==> config.mk <==
export PLATFORM = sky130hd
export DESIGN_NAME = bsg_inv_arb
export DESIGN_NICKNAME = d
export VERILOG_FILES = /design/src/rtl/bsg_inv_arb.sv
export SDC_FILE = /design/constraint.sdc
export NUM_CORES = 1
export LEC_CHECK = 0
export ABC_AREA = 1
export CORE_AREA = 8 8 73 75
export DETAILED_ROUTE_END_ITERATION = 7
export DIE_AREA = 0 0 81 83
export PLACE_DENSITY = 0.88
export SLEW_MARGIN = 5
export SYNTH_ARGS = -nofsm -noshare
export SYNTH_HDL_FRONTEND = slang
export SYNTH_SLANG_ARGS = --single-unit
==> constraint.sdc <==
create_clock -name clk_i -period 5.8 [get_ports clk_i]
set_clock_uncertainty 0.1 [all_clocks]
set_input_delay 1.74 -clock clk_i [delete_from_list [all_inputs] [get_ports clk_i]]
set_output_delay 1.74 -clock clk_i [all_outputs]
set_load 0.01 [all_outputs]
==> src/rtl/bsg_inv_arb.sv <==
// Purpose: round-robin arbiter sharing one inverter among els_p requesters; registers ~data of the grantee.
// Latency: 1 cycle from yumi_o grant to v_o/data_o/id_o; sustains one result per cycle.
// Backpressure: no grant while the result register is FULL and yumi_i=0; results are held until taken.
//
// Ports:
//   clk_i      - clock, rising edge
//   reset_n_i  - asynchronous active-low reset
//   lock_i     - (only with BSG_INV_ARB_LOCK_EN) re-grant the last grantee while it keeps v_i set
//   v_i        - per-requester valid
//   data_i     - per-requester operand, requester k at [k*width_p +: width_p]
//   yumi_o     - one-hot grant, high in the cycle the operand is consumed
//   v_o        - result register holds a valid result
//   data_o     - bitwise inverse of the granted operand
//   id_o       - index of the requester that produced data_o
//   yumi_i     - consumer takes data_o this cycle (only meaningful while v_o=1)
//
// Optional feature macro: BSG_INV_ARB_LOCK_EN (adds lock_i).

module bsg_inv_arb #(
   parameter int width_p = 16,
   parameter int els_p   = 4
) (
   input  logic                     clk_i,
   input  logic                     reset_n_i,
`ifdef BSG_INV_ARB_LOCK_EN
   input  logic                     lock_i,
`endif
   input  logic [els_p-1:0]         v_i,
   input  logic [els_p*width_p-1:0] data_i,
   output logic [els_p-1:0]         yumi_o,
   output logic                     v_o,
   output logic [width_p-1:0]       data_o,
   output logic [$clog2(els_p)-1:0] id_o,
   input  logic                     yumi_i
);

   localparam int id_w = $clog2(els_p);

   typedef enum logic {
      EMPTY = 1'b0,
      FULL  = 1'b1
   } state_e;

   state_e            state_r, state_n;
   logic [width_p-1:0] data_r;
   logic [id_w-1:0]   id_r;
   logic [id_w-1:0]   last_grant_r;
   // Goes high on the first edge after reset release, so that edge itself
   // never carries a grant.
   logic              run_r;

   logic              can_accept;
   logic              rr_found;
   logic [id_w-1:0]   rr_id;
   logic              sel_found;
   logic [id_w-1:0]   sel_id;
   logic              grant_v;
   logic [width_p-1:0] sel_data;
   int                scan_idx;
   logic [id_w-1:0]   scan_id;

   // Result register can take a new value when empty, or when full and the
   // current value is being consumed this cycle.
   assign can_accept = run_r && ((state_r == EMPTY) || yumi_i);

   // Round-robin: first valid requester scanning upward from last_grant+1.
   always_comb begin
      rr_found = 1'b0;
      rr_id    = '0;
      scan_idx = 0;
      scan_id  = '0;
      for (int i = 1; i <= els_p; i++) begin
         scan_idx = int'(last_grant_r) + i;
         if (scan_idx >= els_p) scan_idx = scan_idx - els_p;
         scan_id = id_w'(scan_idx);
         if (!rr_found && v_i[scan_id]) begin
            rr_found = 1'b1;
            rr_id    = scan_id;
         end
      end
   end

`ifdef BSG_INV_ARB_LOCK_EN
   // Lock overrides round-robin only while the previous grantee still requests.
   always_comb begin
      sel_found = rr_found;
      sel_id    = rr_id;
      if (lock_i && v_i[last_grant_r]) begin
         sel_found = 1'b1;
         sel_id    = last_grant_r;
      end
   end
`else
   assign sel_found = rr_found;
   assign sel_id    = rr_id;
`endif

   assign grant_v = can_accept && sel_found;

   always_comb begin
      yumi_o = '0;
      if (grant_v) yumi_o[sel_id] = 1'b1;
   end

   // Single shared inverter sits after the operand mux.
   assign sel_data = data_i[sel_id*width_p +: width_p];

   // Next-state: a grant always fills the register; otherwise a take empties it.
   always_comb begin
      state_n = state_r;
      case (state_r)
         EMPTY: if (grant_v) state_n = FULL;
         FULL: begin
            if (grant_v)     state_n = FULL;
            else if (yumi_i) state_n = EMPTY;
         end
         default: state_n = EMPTY;
      endcase
   end

   always_ff @(posedge clk_i or negedge reset_n_i) begin
      if (!reset_n_i) begin
         state_r      <= EMPTY;
         data_r       <= '0;
         id_r         <= '0;
         last_grant_r <= id_w'(els_p - 1);
         run_r        <= 1'b0;
      end else begin
         state_r <= state_n;
         run_r   <= 1'b1;
         if (grant_v) begin
            data_r       <= ~sel_data;
            id_r         <= sel_id;
            last_grant_r <= sel_id;
         end
      end
   end

   assign v_o    = (state_r == FULL);
   assign data_o = data_r;
   assign id_o   = id_r;

endmodule

==> After elaboration in Yosys (flattened, before gate mapping) <==
Cells that the tools add are included.
{ "word_totals": {"regBits": 22, "inputBits": 71, "out_inout_bits": 23, "elab_cells": 63} }
{ "classes": {"addsub": 8, "n_lt_le_gt_ge": 10, "shift": 1, "mux": 27, "n_bitwise": 2, "n_reduce_logical": 10} }
{ "op_table": {"columns": ["operator", "count"], "rows": [
  ["variable part select 64 x 7 -> 16 bit", 1],
  ["two-way mux 2 bit", 8],
  ["NOT 16 bit", 1],
  ["< comparator 2 x 3 -> 1 bit (second input constant)", 5],
  ["two-way mux 1 bit", 12],
  ["greater-or-equal comparator 3 bit (second input constant)", 3],
  ["binary-select mux 1 bit (select 2 bit)", 4],
  ["subtractor 2 x 1 -> 2 bit (second input constant)", 4],
  ["adder 2 x 2 -> 3 bit (second input constant)", 2],
  ["logical AND 1 bit", 6],
  ["adder 2 x 3 -> 4 bit (second input constant)", 1],
  ["greater-or-equal comparator 4 x 3 -> 1 bit (second input constant)", 1],
  ["two-way mux 4 bit", 1],
  ["adder 2 x 1 -> 3 bit (second input constant)", 1],
  ["logical NOT 1 bit", 3],
  ["demux 1 bit (select 2 bit)", 1],
  ["greater-or-equal comparator 2 x 1 -> 1 bit (second input constant)", 1],
  ["one-hot mux 1 bit (2 select lines)", 1],
  ["logical OR 1 bit", 1],
  ["NOT 1 bit", 1]
]} }

==> Logic depth before layout (Yosys ltp) <==
{ "logic_depth": {"depth_word": 20, "ltp_mapped": 16, "depth_no_buf": 14} }

==> Worst setup path before layout <==
No wires, ideal clock.
{ "synth_path": {"path_kind": "input port to output port", "startpoint": "input port v_i[2]", "endpoint": "output port yumi_o[1]", "arrival_time_ns": 2.796, "setup_slack_ns": 1.164, "cell_stages": 12, "path_buffers": 1, "cell_sequence": "nand2_1 -> nand2_1 -> nand2_1 -> nand2_2 -> inv_2 -> nand2_1 -> nand2_4 -> nand2_2 -> inv_4 -> buf_6 -> nand2_1 -> nor2_1"} }
{ "synth_between": {"elab_chain_len": 17, "word_cells_on_any_way": 29} }
{ "synth_lines": {"columns": ["item", "line_no", "source"], "rows": [
  ["from (decl)", "28", "input logic [els_p-1:0] v_i,"],
  ["binary-select mux 1 bit (select 2 bit)", "76", "if (!rr_found && v_i[scan_id]) begin"],
  ["two-way mux 1 bit (not written as such)", "76", null],
  ["two-way mux 1 bit", "76", null],
  ["logical NOT 1 bit", "76", null],
  ["logical AND 1 bit", "76", null],
  ["two-way mux 1 bit", "76", null],
  ["logical NOT 1 bit", "76", null],
  ["logical AND 1 bit", "76", null],
  ["two-way mux 1 bit", "76", null],
  ["logical NOT 1 bit", "76", null],
  ["logical AND 1 bit", "76", null],
  ["two-way mux 2 bit", "76", null],
  ["< comparator 2 x 3 -> 1 bit (not written as such) or greater-or-equal comparator 2 x 1 -> 1 bit (tied branches)", "102", "if (grant_v) yumi_o[sel_id] = 1'b1;"],
  ["logical AND 1 bit (not written as such)", "102", null],
  ["two-way mux 1 bit (not written as such)", "102", null],
  ["demux 1 bit (select 2 bit)", "102", null],
  ["two-way mux 4 bit *", "102", null],
  ["to (decl)", "30", "output logic [els_p-1:0] yumi_o,"]
]} }
Mark *: on every way between the ends. The rest lies on a longest branch, timed or not. The select of a mux whose other input is x is not followed.

==> Final worst setup path <==
{ "layout_path": {"startpoint": "input port v_i[0]", "endpoint": "output port yumi_o[1]"} }
The elaborated chain is that of the path after synthesis.

==> impl_metrics.json <==
{
  "run_status": "finished clean",
  "start_util_pct": 40.9,
  "wl_per_cell_um": 15.0,
  "seq_cells_post_synth": 22,
  "timing.slew.headroom_pct": 30.4,
  "worst_skew_pair.late_latency_ps": 250,
  "ios": 94,
  "synth_top_cell_by_area": "sky130_fd_sc_hd__dfrtp_1",
  "worst_hold_path_type": "register to register",
  "cts_hold_buffers": 0,
  "worst_slack_ps": 238,
  "synth-edff-count": 0,
  "synth.top_cell.area_share_pct": 29.1,
  "ys_async_sr_fraction_pct": 100,
  "grt_first_pass_wirelength_um": 9850,
  "ff2ff_setup_slack_ps": 3270,
  "switching_share_pct": 52.9,
  "worst_setup_hold_path_clk_slew_ps": 80,
  "drv_cap": 0,
  "critical_path.startpoint": "v_i[0]",
  "die_y_um": 83,
  "rsz_0062_raised_after_global_routing": "no",
  "tritoncts": "yes",
  "synth.area.top_cells": "sky130_fd_sc_hd__dfrtp_1 29%, sky130_fd_sc_hd__nand2_1 23%, sky130_fd_sc_hd__nand3_1 18%",
  "multiInputGateArea_um2": 1010,
  "number_of_global_route_vias_before_repair": 2029,
  "fmax_ghz": 0.180,
  "max_slew.worst_pin.slew_ps": 1040,
  "synth.most_common_cell": "sky130_fd_sc_hd__nand2_1",
  "layout.cell_area.non_filler_um2": 2710,
  "hold_path_startpoint": "data_o[0]",
  "worst_setup_path_endpoint": "yumi_o[1]",
  "setup_viol": 0,
  "crit_path_start_kind": "primary input",
  "ys_warn_count": 0,
  "gpl.final_weighted_congestion": 0.885,
  "synthFlopType": "sky130_fd_sc_hd__dfrtp_1",
  "core-area_um2": 4200,
  "power.share.sequential_pct": 17.0,
  "viasPerCell": 5.12,
  "clock_tree.htree_level_count": 1,
  "pwr-share-clk_pct": 5.8,
  "timing.final.crit_period_ps": 5560,
  "post_cts_setup_buffer_count": 0,
  "finish.net_count": 419,
  "ys_seq_area_share_pct": 32.2,
  "drc_errors": 0,
  "layout.cells.non_filler": 399,
  "first_iter_violations": 102,
  "regToRegEndpoint": "data_o[15]",
  "syn-mean-instance-area_um2": 6.66,
  "clock_sinks": 22,
  "yosys-top-cells-count": "104 x sky130_fd_sc_hd__nand2_1, 61 x sky130_fd_sc_hd__nand3_1, 20 x sky130_fd_sc_hd__dfrtp_1, 16 x sky130_fd_sc_hd__nand4_1, 10 x sky130_fd_sc_hd__buf_2",
  "fill_cells": 404,
  "crit_path_arrival_time_ps": 3720,
  "internal_power_uw": 806,
  "die-width_um": 81,
  "report.final.hold_viol_count": 0,
  "timing_max_transition_violations_final": 0,
  "peakVddDrop_uv": 333,
  "cts.repair.resized": 0,
  "cts_buffers": 3,
  "placed_cells_incl_taps": 395,
  "crit_path_max_fanout": 10,
  "timing.critical_path.required_ps": 3960,
  "netlist-cell-type-count": 24,
  "detailed_place_hpwl_um": 4590,
  "clock_tree.root_cell": "sky130_fd_sc_hd__clkbuf_8",
  "placed_area_um2": 2670,
  "grtUsageTotal_pct": 17.7,
  "timing.reg2reg.worst_path_depth": 14,
  "critical_path.endpoint_type": "primary output",
  "layout.area.seq_um2": 553,
  "detail_route.wirelength_um": 5990,
  "flow.area_growth_from_synthesis_pct": 57.9,
  "floorplan.rows": 24,
  "maximum_number_of_pins_on_one_net_before_global_route_repair": 34,
  "p_total_mw": 1.71,
  "power_density_nw_per_um2": 632,
  "diodes": 0,
  "grt_antenna_before_repair": 0,
  "detail_route.first_pass.iterations": 4,
  "cts-root-to-sink-buffers": 2,
  "static-leakage-power_nw": 1.26,
  "drive_above_1_share_pct": 10.7,
  "ant_nets": 0,
  "synthCells": 258,
  "post_route_setup_tns_ps": 0,
  "buffer_ports.inserted": 93,
  "final_util_pct": 64.5,
  "power.combinational.fraction_pct": 77.2,
  "timing.setup.critical_path_class": "primary input to primary output",
  "smallest_hold_slack_ps": 388,
  "synth_nets": 329,
  "netSwitchingPower_uw": 907,
  "final.period_utilization_pct": 95.9,
  "worst_r2r_startpoint": "last_grant_r[0]",
  "globalRouteOverflowTotal": 0,
  "post_synth_design_cell_area_um2": 1720,
  "fp.dieArea_um2": 6720,
  "dr_total_vias": 2041,
  "post-place-ws_ps": 243
}
==> flip-flops by register name, indices dropped and copies added (netlist names) <==
register      flops
data_o           16
id_o              2
last_grant_r      2
run_r             1
v_o               1
==> power by group through the flow <==
stage               sequential (mW)  combinational [mW]  clock, mW
global route                  0.302                1.48      0.112
CTS                           0.292                1.33      0.103
detailed placement            0.294                1.33          0
finish                        0.292                1.32     0.0994
global placement              0.291                1.30          0
floorplan                     0.308               0.952          0
==> critical path, stage by stage <==
cell and delay [ps]:
sky130_fd_sc_hd__clkdlybuf4s50_1 490, sky130_fd_sc_hd__nand2_1 60, sky130_fd_sc_hd__nand2_1 100, sky130_fd_sc_hd__nand2_1 80, sky130_fd_sc_hd__nand2_2 90, sky130_fd_sc_hd__inv_2 60
sky130_fd_sc_hd__nand3_4 80, sky130_fd_sc_hd__nand3_4 140, sky130_fd_sc_hd__inv_2 90, sky130_fd_sc_hd__nand2_1 100, sky130_fd_sc_hd__nor2_1 130, sky130_fd_sc_hd__clkdlybuf4s50_1 560
==> cell type report <==
cell class	instances	share of cell area, %
inverter	13	1.98
timing repair buffer	100	36.3
multi-input combinational	208	37.3
sequential	22	20.4
clock buffer	4	1.66
tap	52	2.40
==> layout by cell type (no fill, tap or decap) <==
cell type and instances:
sky130_fd_sc_hd__a31oi_1 1, sky130_fd_sc_hd__buf_4 7, sky130_fd_sc_hd__clkbuf_1 1, sky130_fd_sc_hd__clkbuf_8 3
sky130_fd_sc_hd__clkdlybuf4s50_1 93, sky130_fd_sc_hd__conb_1 1, sky130_fd_sc_hd__dfrtp_1 20, sky130_fd_sc_hd__dfstp_2 2
sky130_fd_sc_hd__inv_1 6, sky130_fd_sc_hd__inv_2 5, sky130_fd_sc_hd__inv_4 2, sky130_fd_sc_hd__nand2_1 104
sky130_fd_sc_hd__nand2_2 6, sky130_fd_sc_hd__nand2_4 1, sky130_fd_sc_hd__nand3_1 61, sky130_fd_sc_hd__nand3_2 2
sky130_fd_sc_hd__nand3_4 3, sky130_fd_sc_hd__nand4_1 16, sky130_fd_sc_hd__nor2_1 4, sky130_fd_sc_hd__nor2_2 1
sky130_fd_sc_hd__nor2_4 2, sky130_fd_sc_hd__nor3_2 2, sky130_fd_sc_hd__o21ai_0 1, sky130_fd_sc_hd__o21ai_1 2
sky130_fd_sc_hd__or2_2 1
==> how the worst min path moves through the flow <==
stage | cells after the start | end | slack [ps]
finish | 2 | data_o[0] | 390
global route | 2 | data_o[5] | 410
CTS | 2 | data_o[5] | 390
detailed placement | 2 | data_o[5] | 370
global placement | 2 | data_o[5] | 360
floorplan | 2 | data_o[0] | 420
==> metal layers <==
layer  routed length, µm  vias up  track usage, %
li1                    -     1031               -
met1                2550      931            21.7
met2                2930       75            30.3
met3                 482        4            4.63
met4                  27        0            2.44
met5                   0        -               0
==> cell families after synthesis <==
kind of cell,count (synthesis),synth area share [%]
other cells,1,0.218
buf+inv,28,8.89
compound gates,4,1.24
simple gates,203,57.5
flops,22,32.2
No activity file was read; power rests on OpenSTA's default activity.
